==> src/rtl/mux_arbiter_2to1.sv <==
`default_nettype none
// ============================================================================
// Module      : mux_arbiter_2to1
// Description : Two-requester arbiter driving a shared data multiplexer.
//               Contention goes to the requester that was not served last.
//               The owner gives up the path when it signals done, drops its
//               request, or reaches MAX_HOLD cycles of tenure. A tenure cut
//               short by the hold limit raises a one-cycle timeout pulse.
//               The path passes straight to a waiting requester, with no
//               idle cycle in between.
// Ports       : clk            - system clock, rising edge
//               rst_n          - synchronous active-low reset
//               req_a / req_b  - path requests
//               done_a / done_b- release strobes, used only by the owner
//               data_a / data_b- requester data, WIDTH bits
//               grant_a/grant_b- registered ownership flags
//               sel            - registered mux select (0 = A, 1 = B)
//               data_z         - muxed data, zero when nobody owns the path
//               busy           - either grant high
//               timeout        - one-cycle pulse after a forced release
// Revision    : 1.0 - initial release
// ============================================================================
module mux_arbiter_2to1 #(
    parameter int WIDTH    = 8,
    parameter int MAX_HOLD = 16
) (
    input  logic             clk,
    input  logic             rst_n,
    input  logic             req_a,
    input  logic             req_b,
    input  logic             done_a,
    input  logic             done_b,
    input  logic [WIDTH-1:0] data_a,
    input  logic [WIDTH-1:0] data_b,
    output logic             grant_a,
    output logic             grant_b,
    output logic             sel,
    output logic [WIDTH-1:0] data_z,
    output logic             busy,
    output logic             timeout
);

    localparam logic [1:0] c_st_idle  = 2'd0;
    localparam logic [1:0] c_st_gnt_a = 2'd1;
    localparam logic [1:0] c_st_gnt_b = 2'd2;

    // The counter starts at 0 on the first cycle of a tenure, so the last
    // permitted cycle of that tenure is the one where it reads MAX_HOLD-1.
    localparam logic [7:0] c_hold_last = 8'(MAX_HOLD - 1);

    logic [1:0] r_state;
    logic [7:0] r_cnt;
    logic       r_last_b;   // 1 = B was served most recently
    logic       r_sel;
    logic       r_timeout;

    logic [1:0] w_state_nxt;
    logic       w_take_a;
    logic       w_take_b;
    logic       w_forced;
    logic       w_expired;

    assign w_expired = (r_cnt == c_hold_last);

    always_comb begin
        w_state_nxt = r_state;
        w_take_a    = 1'b0;
        w_take_b    = 1'b0;
        w_forced    = 1'b0;
        case (r_state)
            c_st_idle: begin
                if (req_a && req_b) begin
                    w_take_a = r_last_b;
                    w_take_b = ~r_last_b;
                end else begin
                    w_take_a = req_a;
                    w_take_b = req_b;
                end
            end
            c_st_gnt_a: begin
                if (done_a || !req_a || w_expired) begin
                    // Done or a dropped request makes this a normal release.
                    w_forced = ~done_a & req_a;
                    if (req_b) begin
                        w_take_b = 1'b1;
                    end else begin
                        w_state_nxt = c_st_idle;
                    end
                end
            end
            c_st_gnt_b: begin
                if (done_b || !req_b || w_expired) begin
                    w_forced = ~done_b & req_b;
                    if (req_a) begin
                        w_take_a = 1'b1;
                    end else begin
                        w_state_nxt = c_st_idle;
                    end
                end
            end
            default: begin
                w_state_nxt = c_st_idle;
            end
        endcase
        if (w_take_a) begin
            w_state_nxt = c_st_gnt_a;
        end
        if (w_take_b) begin
            w_state_nxt = c_st_gnt_b;
        end
    end

    always_ff @(posedge clk) begin
        if (!rst_n) begin
            r_state   <= c_st_idle;
            r_cnt     <= 8'd0;
            r_last_b  <= 1'b1;
            r_sel     <= 1'b0;
            r_timeout <= 1'b0;
        end else begin
            r_state   <= w_state_nxt;
            r_timeout <= w_forced;
            if (w_take_a) begin
                r_cnt    <= 8'd0;
                r_sel    <= 1'b0;
                r_last_b <= 1'b0;
            end else if (w_take_b) begin
                r_cnt    <= 8'd0;
                r_sel    <= 1'b1;
                r_last_b <= 1'b1;
            end else if (w_state_nxt == c_st_idle) begin
                r_cnt <= 8'd0;
            end else begin
                r_cnt <= r_cnt + 8'd1;
            end
        end
    end

    assign grant_a = (r_state == c_st_gnt_a);
    assign grant_b = (r_state == c_st_gnt_b);
    assign busy    = grant_a | grant_b;
    assign sel     = r_sel;
    assign timeout = r_timeout;
    assign data_z  = grant_a ? data_a : (grant_b ? data_b : '0);

endmodule
`default_nettype wire

==> config.mk <==
export PLATFORM = sky130hd
export DESIGN_NAME = mux_arbiter_2to1
export DESIGN_NICKNAME = d
export VERILOG_FILES = /design/src/rtl/mux_arbiter_2to1.sv
export SDC_FILE = /design/constraint.sdc
export NUM_CORES = 1
export LEC_CHECK = 0
export ABC_AREA = 1
export ABC_CLOCK_PERIOD_IN_PS = 1500
export CAP_MARGIN = 25
export CORE_MARGIN = 2
export CORE_UTILIZATION = 38
export CTS_CLUSTER_SIZE = 40
export DETAILED_ROUTE_END_ITERATION = 8
export PLACE_DENSITY = 0.71
export SETUP_SLACK_MARGIN = 0.2
export SKIP_LAST_GASP = 1
export SYNTH_ARGS = -nofsm -noshare
export SYNTH_HDL_FRONTEND = slang
export SYNTH_SLANG_ARGS = --single-unit
==> constraint.sdc <==
create_clock -name clk -period 1.5 [get_ports clk]
set_clock_uncertainty 0.05 [all_clocks]
set_input_delay 0.225 -clock clk [delete_from_list [all_inputs] [get_ports clk]]
set_output_delay 0.225 -clock clk [all_outputs]
set_load 0.05 [all_outputs]
# Word-level counts from Yosys, hierarchy flattened
# Cells that the tools add are included.
dict set report word_totals {
  wordCells 50
  inputBits 22
  output_inout_bits 13
  reg_bits 13
}
dict set report classes {
  bitwise 7
  n_reduce_logical 12
  n_eq_ne 3
  n_mux 22
  addsub 1
}
# operator count
set ops {}
lappend ops {{8-bit 2-to-1 mux} 2}
lappend ops {{2-bit 2-to-1 mux} 6}
lappend ops {{1-bit 2-to-1 mux} 10}
lappend ops {{8-bit by 1-bit adder with 8-bit output, second input constant} 1}
lappend ops {{8-bit by 4-bit equality test with 1-bit output, second input constant} 1}
lappend ops {{1-bit case mux with 2 select lines} 3}
lappend ops {{2-bit case mux with 3 select lines} 1}
lappend ops {{2-bit logical NOT} 2}
lappend ops {{1-bit logical OR} 4}
lappend ops {{1-bit NOT} 4}
lappend ops {{4-bit OR reduction} 1}
lappend ops {{1-bit AND} 2}
lappend ops {{2-bit by 1-bit equality test with 1-bit output, second input constant} 1}
lappend ops {{2-bit equality test, second input constant} 1}
lappend ops {{1-bit logical NOT} 2}
lappend ops {{2-bit nonzero test} 1}
lappend ops {{2-bit OR reduction} 1}
lappend ops {{1-bit logical AND} 1}
lappend ops {{1-bit bitwise OR} 1}

# Longest topological paths before layout
# Gate-level depths: netlist of run 1.
dict set report logic_depth {
  word_depth 9
  depth_mapped 9
  depth_no_buf 9
}

# Worst setup path after synthesis of run 1
# Ideal clock, no wire load.
dict set report synth_timing {
  kind {reg2out}
  startpoint {reg r_state[0]}
  endpoint {out data_z[7]}
  path_slack_ps -434
  path_stages_with_launch 6
  path_buffers 1
  required_ps 1225
  arrival_time_ps 1659
  path_cell_list {dfxtp_1 -> inv_1 -> ha_1 -> clkbuf_1 -> nand3_1 -> nand2_1}
}
dict set report synth_via {
  elab_chain_cells 3
  elab_cells_between_ends 4
  classes_between {eq/ne (2); mux (2)}
}
# element line_no
set synth_rtl {}
lappend synth_rtl {{start: declaration} 51} ;# logic [1:0] r_state;
lappend synth_rtl {{start signal: assignment} 115} ;# r_state <= c_st_idle;
lappend synth_rtl {{start signal: assignment} 121} ;# r_state <= w_state_nxt;
lappend synth_rtl {{2-bit equality test} 140} ;# assign grant_b = (r_state == c_st_gnt_b);
lappend synth_rtl {{via grant_b} 36} ;# output logic grant_b,
lappend synth_rtl {{8-bit 2-to-1 mux (2 in a row)} 144} ;# assign data_z = grant_a ? data_a : (grant_b ? data_b : '0);
lappend synth_rtl {{end: declaration} 38} ;# output logic [WIDTH-1:0] data_z,
# The timed path passes the listed nets, and every way through them passes these cells.

# Worst setup path in the final report of run 1
dict set report layout_timing {
  startpoint {reg r_state[0]}
  endpoint {out data_z[6]}
}
dict set report layout_via {
  elab_chain_cells 3
  elab_cells_between_ends 4
  classes_between {eq/ne (2); mux (2)}
}
# element line_no
set layout_rtl {}
lappend layout_rtl {{2-bit equality test} 140}
lappend layout_rtl {{8-bit 2-to-1 mux} 144}
lappend layout_rtl {{8-bit 2-to-1 mux *} 144}
# Every way passes the cells marked *; elsewhere a longest branch is shown, timed or not.

==> flow_metrics.env, run 1 <==
export IMPL_tritoncts="done"
export IMPL_critical_path_cell_count=7
export IMPL_fp_row_count=17
export IMPL_p_per_area_nw_per_um2=886
export IMPL_gp_congestion=0.859
export IMPL_synth_cell_types=25
export IMPL_min_path_type="reg2reg"
export IMPL_antenna_found_initial=0
export IMPL_cts_buffers=3
export IMPL_final_setup_viol_count=22
export IMPL_die_height_um=52.3
export IMPL_end_kind="primary output"
export IMPL_finalHoldViolCount=0
export IMPL_path_class="reg2out"
export IMPL_worst_slack_ns=-0.199
export IMPL_die_w_um=52.3
export IMPL_syn_cell_area_sq_um=885
export IMPL_grt_overflow_total=0
export IMPL_dp_hpwl_um=1880
export IMPL_first_global_vias=1041
export IMPL_wl_met3_um=234
export IMPL_dpl_cell_area_sq_um=1570
export IMPL_timing_critical_path_buf_inv=4
export IMPL_clock_fmax_ghz=0.588
export IMPL_num_nets_final=201
export IMPL_syn_inst=116
export IMPL_viasPerCell=5.11
export IMPL_clkLatencyLatePin_ns=0.28
export IMPL_drv_slew=0
export IMPL_avgSynthCellArea_sq_um=7.63
export IMPL_num_vias=1027
export IMPL_ant_nets=0
export IMPL_yosys_area_top_type_share=0.294
export IMPL_cp_arrival_ns=1.42
export IMPL_area_delta_synth_final_pct=116
export IMPL_diodes=0
export IMPL_max_cap_violations=0
export IMPL_drive_above_1_share=0.543
export IMPL_critPathMostFrequentCell="buf_12"
export IMPL_crit_slowest_cell="dfxtp_4"
export IMPL_vdd_ir_drop_max_mv=0.884
export IMPL_cts_root_buf="clkbuf_4"
export IMPL_p_leak_nw=0.731
export IMPL_top_layer_used="met4"
export IMPL_io_buffer_count=34
export IMPL_ioPinCount=35
export IMPL_cp_top_family="buffers and inverters"
export IMPL_timing_final_crit_share=1.13
export IMPL_final_common_cell="clkdlybuf4s50_1"
export IMPL_ff2ff_path_depth=8
export IMPL_wl_per_cell_um=17.6
export IMPL_final_util=0.862
export IMPL_grt_usage=0.234
export IMPL_firstDrtPassIters=4
export IMPL_critPathRequiredTime_ns=1.22
export IMPL_syn_num_nets=143
export IMPL_clkSinkCount=13
export IMPL_fill_cells=104
export IMPL_worstMarginPinSlew_ns=0.423
export IMPL_synth_area_leaders="dfxtp_1 (29%), nand2_1 (12%), nor3_2 (9.1%), nand3_1 (7.4%), ha_1 (7.1%)"
export IMPL_cp_slowest_stage_delay_ns=0.38
export IMPL_wl_met2_um=1920
export IMPL_drt_iter0_drc=10
export IMPL_critPathLaunchType="flip-flop"
export IMPL_grt_pass1_wl_um=4670
export IMPL_violations="negative setup slack"
export IMPL_synth_warnings=0
export IMPL_crit_chain="inv_2 -> buf_6 -> ha_4 -> buf_12 -> nand3_4 -> nand2_4 -> buf_12"
export IMPL_coreArea_sq_um=2210
export IMPL_grt_max_degree=9
export IMPL_clockBufferDepth=2
export IMPL_drc=0
export IMPL_fin_crit_ns=1.70
export IMPL_wl_met1_um=1280
export IMPL_ys_ff_latch=13
export IMPL_slew_headroom=0.717
export IMPL_htree_levels=1
export IMPL_critPathMaxFanout=5
export IMPL_final_area_sq_um=1910
export IMPL_whs_path_depth=2
export IMPL_path_clk_slew_ns=0.07
export IMPL_outcome="finished with violations"
export IMPL_synth_largest_area_cell="dfxtp_1"
export IMPL_rsz0062_at_grt="yes"
export IMPL_final_cell_mix="clkdlybuf4s50_1 (21), nand2_1 (18), buf_12 (14), buf_4 (13), dfxtp_1 (11)"
export IMPL_die_area_sq_um=2730
export IMPL_seq_area_frac_synth=0.294
export IMPL_start_util=0.400
export IMPL_drt_wl_total_um=3530
==> report_power, final <==
part	total, mW	switching, mW	internal (mW)	leakage, nW
Combinational	1.09	0.581	0.504	0.609
Sequential	0.389	0.0233	0.366	0.107
Clock	0.214	0.111	0.103	0.0150
==> sequential cells by signal, summed over array words and instances, names as in the netlist <==
register / cells
timeout: 1
sel: 1
r_state: 2
r_cnt: 8
r_last_b: 1
==> logic make-up (layout without fill, tap and decap cells) <==
logic type | count (synthesis) | after routing | share of synthesized area
AO/OA/AOI/OAI | 9 | 9 | 0.0835
AND/OR/NAND/NOR | 70 | 70 | 0.436
flip-flops | 13 | 13 | 0.294
XOR/XNOR | 6 | 6 | 0.0594
buffers and inverters | 13 | 70 | 0.0566
adder cells (fa/ha/maj) | 5 | 5 | 0.0707
==> synthesized netlist by cell type, drive strengths merged <==
cell,n
a21boi,1
a21oi,2
buf,1
clkbuf,1
dfxtp,13
ha,5
inv,11
nand2,35
nand3,14
nand4,1
nor2,11
nor3,8
o211a,1
o21ai,4
o21bai,1
or2,1
xnor2,3
xor2,3
==> metrics by stage <==
step	setup slack, ns	TNS, ns	std cells	power [mW]	hold slack, ns
6_report	-0.199	-2.59	201	1.69	0.489
5_1_grt	-0.246	-3.72	201	1.75	0.523
4_1_cts	-0.176	-2.22	197	1.56	0.492
3_5_place_dp	-0.179	-1.84	188	1.23	0.476
3_3_place_gp	-0.141	-1.47	188	1.21	0.461
2_1_floorplan	0.0213	0	116	0.868	0.244
==> layout make-up <==
type / count / area [sq um] / share of cell area
clock buffers: 4 / 26.3 / 0.0138
inverters: 11 / 48.8 / 0.0256
multi-input cells: 90 / 861 / 0.451
flip-flops and latches: 13 / 265 / 0.139
well taps: 28 / 35.0 / 0.0184
repair buffers: 55 / 671 / 0.352
==> worst reg2reg max path, delay by kind of cell (launching register included) <==
family                     cells  cell delay (ns)
buffers and inverters          2             0.19
and+or+nand+nor                4             0.57
AOI/OAI and AO/OA              1             0.18
adders and majority gates      1             0.16
DFF                            1             0.37
==> per-layer routing <==
layer | GRT usage | vias to the layer above
met4 | 0.137 | 0
met1 | 0.224 | 482
met3 | 0.0600 | 12
met5 | 0 | -
li1 | - | 493
met2 | 0.445 | 40
==> what timing repair did <==
| item | in CTS | in global routing |
|---|---|---|
| hold buffers | 0 | 0 |
| resized for setup | 26 | 23 |
| setup buffers | 5 | 4 |
| pin swaps | 13 | 18 |
| endpoints found under the setup margin | 24 | 24 |
==> path summary, 6_finish.rpt <==
check / startpoint / endpoint / slack (ns)
hold reg to reg: r_last_b / r_last_b / 0.49
hold / removal: r_last_b / r_last_b / 0.49
setup reg to reg: r_state[1] / r_cnt[6] / -0.15
setup / recovery: r_state[0] / data_z[6] / -0.20
No activity file was read; power rests on OpenSTA's default activity.
==> inputs of run 2 (changes only) <==
--- a/config.mk
+++ b/config.mk
@@ -8,8 +8,8 @@
 export ABC_AREA = 1
 export ABC_CLOCK_PERIOD_IN_PS = 1500
 export CAP_MARGIN = 25
-export CORE_MARGIN = 2
 export CORE_UTILIZATION = 38
+export CTS_CLUSTER_DIAMETER = 30
 export CTS_CLUSTER_SIZE = 40
 export DETAILED_ROUTE_END_ITERATION = 8
 export PLACE_DENSITY = 0.71
==> run 2 against run 1 <==
  * The flow still finishes with violations (negative setup slack)
  * Via count down 0.68%
  * Design area is 1.5% lower
  * Cell count is 1.0% higher
  * Critical path depth is the same
  * Fmax rose by 2.9%
  * Count of clock-buffer cells in the layout stayed put
  * Non-clock buffer count increased by 2
  * Clock power is essentially flat
  * Critical path type unchanged
  * Largest cell class unchanged
  * Highest routed layer unchanged
==> flow_metrics.env, run 2 (same netlist as run 1, synthesis figures left out) <==
export IMPL_viasPerCell=5.02
export IMPL_fin_tns_setup_ns=-2.36
export IMPL_worst_slack_ns=-0.152
export IMPL_final_util=0.849
export IMPL_final_setup_viol_count=21
export IMPL_antenna_found_initial=0
export IMPL_cp_top_family="buffers and inverters"
export IMPL_cp_slowest_stage_delay_ns=0.37
export IMPL_largest_register_ffs=8
export IMPL_path_clk_slew_ns=0.07
export IMPL_largestRegisters="r_cnt (8), r_state (2)"
export IMPL_critPathLaunchType="flip-flop"
export IMPL_r2r_end="r_cnt[1]"
export IMPL_final_cell_mix="clkdlybuf4s50_1 (21), nand2_1 (18), buf_4 (18), buf_12 (14)"
export IMPL_num_vias=1020
export IMPL_whs_path_depth=2
export IMPL_start_util=0.400
export IMPL_drt_iter0_drc=10
export IMPL_max_cap_violations=0
export IMPL_firstDrtPassIters=4
export IMPL_clockBufferDepth=2
export IMPL_top_register="r_cnt"
export IMPL_dpl_cell_area_sq_um=1580
export IMPL_crit_chain="inv_2 -> buf_6 -> ha_4 -> buf_8 -> nand3_4 -> nand2_4 -> buf_12"
export IMPL_grt_pass1_wl_um=4490
export IMPL_final_common_cell="clkdlybuf4s50_1"
export IMPL_cts_buffers=3
export IMPL_end_kind="primary output"
export IMPL_wl_met3_um=159
export IMPL_io_buffer_count=34
export IMPL_min_path_type="reg2reg"
export IMPL_coreArea_sq_um=2210
export IMPL_ioPinCount=35
export IMPL_timing_critical_path_buf_inv=4
export IMPL_fin_crit_ns=1.65
export IMPL_finalPower_mw=1.64
export IMPL_htree_levels=1
export IMPL_final_area_sq_um=1880
export IMPL_diodes=0
export IMPL_die_area_sq_um=2530
export IMPL_fill_cells=120
export IMPL_wl_met1_um=1140
export IMPL_dp_hpwl_um=1860
export IMPL_p_per_area_nw_per_um2=873
export IMPL_drc=0
export IMPL_outcome="finished with violations"
export IMPL_ff2ff_path_depth=10
export IMPL_cts_root_buf="clkbuf_4"
export IMPL_tritoncts="done"
export IMPL_timing_final_crit_share=1.10
export IMPL_hold_end="r_last_b"
export IMPL_grt_overflow_total=0
export IMPL_r2r_start="r_state[0]"
export IMPL_area_delta_synth_final_pct=112
export IMPL_num_nets_final=203
export IMPL_clock_fmax_ghz=0.605
export IMPL_r2r_slack_ns=-0.12
export IMPL_crit_slowest_cell="dfxtp_4"
export IMPL_path_class="reg2out"
export IMPL_rsz0062_at_grt="yes"
export IMPL_slew_headroom=0.718
export IMPL_wl_per_cell_um=15.9
export IMPL_p_leak_nw=0.735
export IMPL_fp_row_count=17
export IMPL_clkSinkCount=13
export IMPL_grt_max_degree=9
export IMPL_vdd_ir_drop_max_mv=0.937
export IMPL_worstMarginPinSlew_ns=0.421
export IMPL_gp_congestion=0.840
export IMPL_critPathMaxFanout=5
export IMPL_cp_arrival_ns=1.38
export IMPL_ant_nets=0
export IMPL_grt_usage=0.235
export IMPL_finalHoldViolCount=0
export IMPL_critPathRequiredTime_ns=1.22
export IMPL_min_from="r_last_b"
export IMPL_drt_wl_total_um=3230
export IMPL_drv_slew=0
export IMPL_drive_above_1_share=0.549
export IMPL_first_global_vias=1032
export IMPL_violations="negative setup slack"
export IMPL_top_layer_used="met4"
export IMPL_wl_met2_um=1790
export IMPL_die_w_um=50.3
export IMPL_clkLatencyLatePin_ns=0.28
export IMPL_die_height_um=50.3
## run 2: changes by cell type in the layout (fill, tap and decap cells not counted), sizes merged
cell / before / now
buf: 34 / 36
## run 2: per-stage QoR
stage | std cells | hold WS, ns | worst slack (ns)
after global placement | 189 | 0.437 | -0.129
final | 203 | 0.507 | -0.152
after floorplan | 116 | 0.244 | 0.0213
after CTS | 201 | 0.483 | -0.150
after global routing | 203 | 0.526 | -0.200
after detailed placement | 189 | 0.471 | -0.186
## run 2: worst max path at each step
stage	startpoint	to	slack [ns]	depth (start not counted)
2_1_floorplan	r_state[1]	r_cnt[0]	0.02	9
3_3_place_gp	req_a	r_state[1]	-0.13	9
3_5_place_dp	req_a	r_cnt[2]	-0.19	9
4_1_cts	r_state[0]	data_z[5]	-0.15	7
5_1_grt	r_state[1]	r_cnt[0]	-0.20	9
6_report	r_state[0]	data_z[1]	-0.15	7
## run 2: routing by layer
metal	up-vias	global-route usage
met2	41	0.453
li1	493	-
met5	-	0
met4	0	0.124
met1	469	0.236
met3	17	0.0364
## run 2: final cells by class
| type | count | area, sq um | area share |
|---|---|---|---|
| Clock buffer | 4 | 26.3 | 0.0140 |
| Inverter | 11 | 46.3 | 0.0247 |
| Multi-Input combinational cell | 90 | 830 | 0.442 |
| Sequential cell | 13 | 267 | 0.142 |
| Tap cell | 28 | 35.0 | 0.0187 |
| Timing Repair Buffer | 57 | 674 | 0.359 |
## run 2: where the power goes
| group | internal (mW) | switching [mW] |
|---|---|---|
| combinational | 0.486 | 0.556 |
| sequential | 0.366 | 0.0203 |
| clock | 0.103 | 0.108 |
## run 2: worst min-delay path: stages (launching register included)
cell and delay [ns]:
dfxtp_1 0.39, o21ai_2 0.07, nand2_1 0.06
## run 2: what timing repair did
item | in CTS | in global routing
endpoints found under the setup margin | 24 | 24
gates resized for setup | 24 | 19
hold buffers | 0 | 0
pin swaps | 14 | 14
setup buffers | 8 | 2
==> inputs of run 3 (changes only) <==
--- a/config.mk
+++ b/config.mk
@@ -9,7 +9,7 @@
 export ABC_CLOCK_PERIOD_IN_PS = 1500
 export CAP_MARGIN = 25
 export CORE_UTILIZATION = 38
-export CTS_CLUSTER_DIAMETER = 30
+export CTS_CLUSTER_DIAMETER = 100
 export CTS_CLUSTER_SIZE = 40
 export DETAILED_ROUTE_END_ITERATION = 8
 export PLACE_DENSITY = 0.71
==> results of run 3 <==
Same layout as run 2: the final DEF is identical, and so are final timing and power.
